==> src/rtl/midi_tx_arbiter.sv <==
// midi_tx_arbiter
//   Arbitrates realtime bytes and NUM_REQ channel-message requesters onto a
//   single MIDI transmitter. Realtime bytes win; a multi-byte channel message
//   holds a lock so that only realtime bytes may interleave with it; otherwise
//   channel requesters are served round-robin. Each byte is handed to the
//   transmitter with a SEND_PULSE-cycle start pulse, then the transmitter's
//   ready line is tracked low (busy) and back high (idle).
//
//   Optional feature: define RUNNING_STATUS_EN to suppress channel status
//   bytes (0x80-0xEF) equal to the last transmitted status (acked, not sent).
//
// Ports
//   CLOCK_25        in   system clock
//   iRST            in   synchronous active-high reset
//   rt_req/rt_data  in   realtime byte request / byte
//   rt_ack          out  one-cycle accept pulse for the realtime byte
//   ch_req          in   per-requester byte request [NUM_REQ]
//   ch_data         in   per-requester byte, requester i in [8i+7:8i]
//   ch_last         in   byte is last of its message [NUM_REQ]
//   ch_ack          out  one-cycle accept pulse per requester
//   midi_send_byte  out  start pulse to the transmitter
//   midi_out_data   out  byte to the transmitter
//   midi_out_ready  in   transmitter idle (high) / busy (low), asynchronous
//   busy            out  byte in flight or message lock held
//   grant_id        out  lock holder, else last channel winner
//   tx_timeout      out  sticky: transmitter never went busy after a send
module midi_tx_arbiter #(
  parameter int NUM_REQ    = 2,
  parameter int SEND_PULSE = 4,
  parameter int TIMEOUT    = 1023
) (
  input  logic                 CLOCK_25,
  input  logic                 iRST,
  input  logic                 rt_req,
  input  logic [7:0]           rt_data,
  output logic                 rt_ack,
  input  logic [NUM_REQ-1:0]   ch_req,
  input  logic [8*NUM_REQ-1:0] ch_data,
  input  logic [NUM_REQ-1:0]   ch_last,
  output logic [NUM_REQ-1:0]   ch_ack,
  output logic                 midi_send_byte,
  output logic [7:0]           midi_out_data,
  input  logic                 midi_out_ready,
  output logic                 busy,
  output logic [1:0]           grant_id,
  output logic                 tx_timeout
);

  localparam int CNT_MAX = (SEND_PULSE > TIMEOUT) ? SEND_PULSE : TIMEOUT;
  localparam int CNT_W   = $clog2(CNT_MAX + 1);

  typedef enum logic [1:0] {IDLE, SEND, WAIT_LOW, WAIT_HIGH} state_t;

  state_t             r_state, w_state_nxt;
  logic               r_rdy_meta, r_rdy_sync;
  logic [CNT_W-1:0]   r_cnt, w_cnt_nxt;
  logic               r_send, w_send_nxt;
  logic [7:0]         r_data, w_data_nxt;
  logic               r_rt_ack, w_rt_ack_nxt;
  logic [NUM_REQ-1:0] r_ch_ack, w_ch_ack_nxt;
  logic               r_lock, w_lock_nxt;
  logic [1:0]         r_lock_id, w_lock_id_nxt;
  logic [1:0]         r_ptr, w_ptr_nxt;
  logic [1:0]         r_grant, w_grant_nxt;
  logic               r_timeout, w_timeout_nxt;
`ifdef RUNNING_STATUS_EN
  logic               r_rs_valid, w_rs_valid_nxt;
  logic [7:0]         r_rs, w_rs_nxt;
`endif

  logic               w_rr_found;
  logic [1:0]         w_rr_id;
  logic               w_ch_valid;
  logic [1:0]         w_ch_id;
  logic [7:0]         w_ch_byte;
  logic               w_ack_pending;
  logic               w_do_send;

  // Round-robin search starting at the pointer.
  always_comb begin
    int v_idx;
    w_rr_found = 1'b0;
    w_rr_id    = r_ptr;
    for (int i = 0; i < NUM_REQ; i++) begin
      v_idx = int'(r_ptr) + i;
      if (v_idx >= NUM_REQ) v_idx = v_idx - NUM_REQ;
      if (!w_rr_found && ch_req[v_idx]) begin
        w_rr_found = 1'b1;
        w_rr_id    = 2'(v_idx);
      end
    end
  end

  // A held lock restricts the channel candidate to the lock holder.
  always_comb begin
    if (r_lock) begin
      w_ch_id    = r_lock_id;
      w_ch_valid = ch_req[r_lock_id];
    end else begin
      w_ch_id    = w_rr_id;
      w_ch_valid = w_rr_found;
    end
    w_ch_byte = ch_data[8*int'(w_ch_id) +: 8];
  end

  // Requesters only drop req after seeing ack, so nothing may be selected
  // while an ack is still on the wire (matters for suppressed bytes that
  // leave the FSM in IDLE).
  assign w_ack_pending = r_rt_ack | (|r_ch_ack);

  always_comb begin
    w_state_nxt   = r_state;
    w_cnt_nxt     = r_cnt;
    w_send_nxt    = r_send;
    w_data_nxt    = r_data;
    w_rt_ack_nxt  = 1'b0;
    w_ch_ack_nxt  = '0;
    w_lock_nxt    = r_lock;
    w_lock_id_nxt = r_lock_id;
    w_ptr_nxt     = r_ptr;
    w_grant_nxt   = r_grant;
    w_timeout_nxt = r_timeout;
    w_do_send     = 1'b0;
`ifdef RUNNING_STATUS_EN
    w_rs_valid_nxt = r_rs_valid;
    w_rs_nxt       = r_rs;
`endif
    case (r_state)
      IDLE: begin
        if (r_rdy_sync && !w_ack_pending) begin
          if (rt_req) begin
            w_rt_ack_nxt = 1'b1;
            w_data_nxt   = rt_data;
            w_do_send    = 1'b1;
          end else if (w_ch_valid) begin
            w_ch_ack_nxt[w_ch_id] = 1'b1;
            w_grant_nxt           = w_ch_id;
            if (ch_last[w_ch_id]) begin
              w_lock_nxt = 1'b0;
              w_ptr_nxt  = (int'(w_ch_id) == NUM_REQ - 1) ? 2'd0 : w_ch_id + 2'd1;
            end else begin
              w_lock_nxt    = 1'b1;
              w_lock_id_nxt = w_ch_id;
            end
            w_data_nxt = w_ch_byte;
            w_do_send  = 1'b1;
`ifdef RUNNING_STATUS_EN
            if (w_ch_byte >= 8'h80 && w_ch_byte <= 8'hEF) begin
              if (r_rs_valid && w_ch_byte == r_rs) begin
                w_data_nxt = r_data;
                w_do_send  = 1'b0;
              end else begin
                w_rs_valid_nxt = 1'b1;
                w_rs_nxt       = w_ch_byte;
              end
            end else if (w_ch_byte >= 8'hF0 && w_ch_byte <= 8'hF7) begin
              w_rs_valid_nxt = 1'b0;
            end
`endif
          end
          if (w_do_send) begin
            w_send_nxt  = 1'b1;
            w_cnt_nxt   = '0;
            w_state_nxt = SEND;
          end
        end
      end
      SEND: begin
        if (r_cnt == CNT_W'(SEND_PULSE - 1)) begin
          w_send_nxt  = 1'b0;
          w_cnt_nxt   = '0;
          w_state_nxt = WAIT_LOW;
        end else begin
          w_cnt_nxt = r_cnt + 1'b1;
        end
      end
      WAIT_LOW: begin
        if (!r_rdy_sync) begin
          w_cnt_nxt   = '0;
          w_state_nxt = WAIT_HIGH;
        end else if (r_cnt == CNT_W'(TIMEOUT - 1)) begin
          w_cnt_nxt     = '0;
          w_timeout_nxt = 1'b1;
          w_state_nxt   = IDLE;
        end else begin
          w_cnt_nxt = r_cnt + 1'b1;
        end
      end
      WAIT_HIGH: begin
        if (r_rdy_sync) w_state_nxt = IDLE;
      end
      default: w_state_nxt = IDLE;
    endcase
  end

  always_ff @(posedge CLOCK_25) begin
    if (iRST) begin
      r_state    <= IDLE;
      r_rdy_meta <= 1'b0;
      r_rdy_sync <= 1'b0;
      r_cnt      <= '0;
      r_send     <= 1'b0;
      r_data     <= 8'h00;
      r_rt_ack   <= 1'b0;
      r_ch_ack   <= '0;
      r_lock     <= 1'b0;
      r_lock_id  <= 2'd0;
      r_ptr      <= 2'd0;
      r_grant    <= 2'd0;
      r_timeout  <= 1'b0;
`ifdef RUNNING_STATUS_EN
      r_rs_valid <= 1'b0;
      r_rs       <= 8'h00;
`endif
    end else begin
      r_state    <= w_state_nxt;
      r_rdy_meta <= midi_out_ready;
      r_rdy_sync <= r_rdy_meta;
      r_cnt      <= w_cnt_nxt;
      r_send     <= w_send_nxt;
      r_data     <= w_data_nxt;
      r_rt_ack   <= w_rt_ack_nxt;
      r_ch_ack   <= w_ch_ack_nxt;
      r_lock     <= w_lock_nxt;
      r_lock_id  <= w_lock_id_nxt;
      r_ptr      <= w_ptr_nxt;
      r_grant    <= w_grant_nxt;
      r_timeout  <= w_timeout_nxt;
`ifdef RUNNING_STATUS_EN
      r_rs_valid <= w_rs_valid_nxt;
      r_rs       <= w_rs_nxt;
`endif
    end
  end

  assign rt_ack         = r_rt_ack;
  assign ch_ack         = r_ch_ack;
  assign midi_send_byte = r_send;
  assign midi_out_data  = r_data;
  assign busy           = (r_state != IDLE) | r_lock;
  assign grant_id       = r_grant;
  assign tx_timeout     = r_timeout;

endmodule

==> config.mk <==
export PLATFORM = sky130hd
export DESIGN_NAME = midi_tx_arbiter
export DESIGN_NICKNAME = d
export VERILOG_FILES = /design/src/rtl/midi_tx_arbiter.sv
export SDC_FILE = /design/constraint.sdc
export NUM_CORES = 1
export LEC_CHECK = 0
export ABC_AREA = 1
export CAP_MARGIN = 40
export CELL_PAD_IN_SITES_DETAIL_PLACEMENT = 0
export CELL_PAD_IN_SITES_GLOBAL_PLACEMENT = 1
export CORE_AREA = 2 2 82 76
export CTS_CLUSTER_SIZE = 24
export DETAILED_ROUTE_END_ITERATION = 8
export DIE_AREA = 0 0 84 78
export GPL_TIMING_DRIVEN = 0
export HOLD_SLACK_MARGIN = 0.05
export PLACE_DENSITY = 0.8
export SLEW_MARGIN = 40
export SYNTH_ARGS = -nofsm -noshare
export SYNTH_HDL_FRONTEND = slang
export SYNTH_SLANG_ARGS = --single-unit
==> constraint.sdc <==
create_clock -name CLOCK_25 -period 3.33 [get_ports CLOCK_25]
set_clock_uncertainty 0.15 [all_clocks]
set_input_delay 0.666 -clock CLOCK_25 [delete_from_list [all_inputs] [get_ports CLOCK_25]]
set_output_delay 0.666 -clock CLOCK_25 [all_outputs]
set_load 0.02 [all_outputs]
==> results_dict.tcl <==
set metrics [dict create \
    status "finished clean" \
    wire_per_inst_microns 12.0 \
    setup_violations 0 \
    hp-class "reg -> reg" \
    reg2reg_depth 10 \
    fin_tns_setup_ns 0 \
    syn_to_final_growth_pct 33.7 \
    core_sq_um 5630 \
    initialDrtViolationCount 90 \
    firstDrtPassIters 4 \
    drive_gt1_frac 0.106 \
    die_w_microns 84 \
    crit_buf_inv 2 \
    vdd_drop_max_mv 0.258 \
    cp_top_family "buffers and inverters" \
    final_cell_mix "69 x nand2_1, 46 x clkdlybuf4s50_1, 34 x dfxtp_1, 31 x inv_1, 31 x nand3_1" \
    mostFrequentLayoutCell "nand2_1" \
    dieHeight_microns 78 \
    ant_nets 0 \
    numCtsBuffers 5 \
    syn_nets 324 \
    crit_path_cell_trace "inv_1, ha_1, nand2_1, clkdlybuf4s50_1" \
    fp-row-count 26 \
    io_pins 48 \
    cts_max_level 2 \
    hold_depth 2 \
    syn_area_sq_um 1950 \
    nets 377 \
    r2r-end "r_cnt[4]" \
    dpl.cell_count 402 \
    synth_edf_count 0 \
    avgSynthCellArea_sq_um 6.82 \
    cpMaxStageDelayCell "clkdlybuf4s50_1" \
    path_clk_slew_ns 0.08 \
    routabilityCongestion 0.781 \
    cp-endpoint "busy" \
    crit_arrival_ns 1.75 \
    cp.depth 4 \
    grt_pass1_wl_microns 8310 \
    slew_viol_final 0 \
    required_ns 2.51 \
    cp-end-kind "output port" \
    leakagePower_nw 1.05 \
    grt_pass1_vias 1863 \
    start_util 0.347 \
    grt_max_degree 11 \
    antenna_found_initial 0 \
    cts_resized 0 \
    post-cts-setup-buffers 0 \
    cts_sinks 34 \
    timing.final.crit_period_ns 2.57 \
    total_power_mw 1.22 \
    rsz0062_at_grt "no" \
    reg2reg_slack_ns 1.46 \
    synth-main-ff-cell "dfxtp_1" \
    drt-total-wl_microns 4930 \
    grt_overflow 0 \
    clkLatencyLatePin_ns 0.29 \
    crit_fanout 6 \
    finalNonFillerCells 410 \
    vias_per_cell 4.77 \
    period_share 0.771 \
    synth_cells 286 \
    clockRootBuffer "clkbuf_8" \
    seq_area_frac_synth 0.349 \
    cts_tree "built" \
    worst_pin_slew_ns 0.525 \
    vias 1955 \
    synth_top_area_cell "dfxtp_1" \
    cap_violations 0 \
    whs_ns 0.257 \
    n_fill_cell 599 \
    cp_slowest_stage_delay_ns 0.59 \
    dieArea_sq_um 6550 \
    r2r_start "r_state[1]" \
    crit_type "reg -> out" \
    fmax_ghz 0.389 \
    clockBufferDepth 2 \
    synth_cell_types 32 \
    synth_warnings 0 \
    place.detailed.hpwl_microns 3630 \
    synthTopCellsByArea "dfxtp_1 35%, nand2_1 13%, nand3_1 7.9%, a21oi_1 7.2%, inv_1 6.0%" \
    port_buffers 46 \
    route.detailed.drc 0 \
    postCtsHoldBufs 0 \
    final_core_util 0.464 \
    maxSlewHeadroom 0.650 \
    crit_path_start_kind "register" \
    powerDensity_nw_per_um2 467 \
    cp-startpoint "r_state[0]" \
    synth_top_area_share 0.349 \
    async_flop_share 0 \
    ys_seq_elements 34 \
    grt_util_all_layers 0.158 \
    diodes 0 \
    finalHoldViolCount 0 \
]
[kinds of logic (layout without fill, tap and decap cells)]
group	after synthesis	in the layout	share of synthesized area
AOI/OAI and AO/OA	48	48	0.133
xor gates and xnor gates	1	1	0.00449
buffers and inverters	44	98	0.0987
adders and majority gates	6	6	0.0385
and+or+nand+nor	153	153	0.376
DFF	34	34	0.349
[metal layers]
layer / GRT usage / wire (microns) / up-vias
li1: - / - / 1035
met1: 0.200 / 2370 / 863
met2: 0.252 / 2190 / 51
met3: 0.0543 / 316 / 6
met4: 0.0516 / 56 / 0
met5: 0 / 0 / -
[cell usage after synthesis, types with 3 or more instances]
cell type  number
ha_1            6
nor2_2          3
a21oi_1        28
nand2_2         4
dfxtp_1        34
nand2_1        69
nand4_1         4
inv_1          31
nand3_1        31
o21ai_0        13
nor2_1         27
buf_4           3
inv_2           4
nor3_1          5
[per-stage QoR]
stage / instance area (sq um) / setup WS, ns
finish: 2610 / 0.762
global route: 2610 / 0.667
CTS: 2610 / 0.727
detailed placement: 2500 / 1.01
global placement: 2500 / 1.03
floorplan: 1950 / 1.56
[worst reg2reg max path: cells and delay by family (launching register included)]
kind	cells	cell delay, ns
adders and majority gates	1	0.28
buffers and inverters	3	0.39
DFF	1	0.35
and+or+nand+nor	6	0.60
[report_power, final]
| part | internal [mW] | total [mW] | switching [mW] |
|---|---|---|---|
| Combinational | 0.163 | 0.391 | 0.227 |
| Sequential | 0.435 | 0.458 | 0.0222 |
| Clock | 0.209 | 0.370 | 0.161 |
| Total | 0.808 | 1.22 | 0.410 |
[area by class of cell]
class	instances	area (sq um)	area share
Buffer	8	57.6	0.0221
Clock buffer	8	110	0.0422
Inverter	36	135	0.0518
Multi-Input combinational cell	208	1080	0.413
Sequential cell	34	681	0.261
Tap cell	70	87.6	0.0336
Timing Repair Buffer	46	460	0.176
[flip-flops by register name, indices dropped and copies added, names as in the netlist]
name,count
r_lock_id,2
rt_ack,1
grant_id,2
r_lock,1
ch_ack,2
tx_timeout,1
r_rdy_sync,1
midi_out_data,8
midi_send_byte,1
r_rdy_meta,1
r_cnt,10
r_ptr,2
r_state,2
[worst min-delay path by stage]
stage / from / to
finish: r_rdy_meta / r_rdy_sync
CTS: r_rdy_meta / r_rdy_sync
global placement: r_rdy_meta / r_rdy_sync
global route: r_rdy_meta / r_rdy_sync
floorplan: r_rdy_meta / r_rdy_sync
detailed placement: r_rdy_meta / r_rdy_sync
No activity file was read; power rests on OpenSTA's default activity.
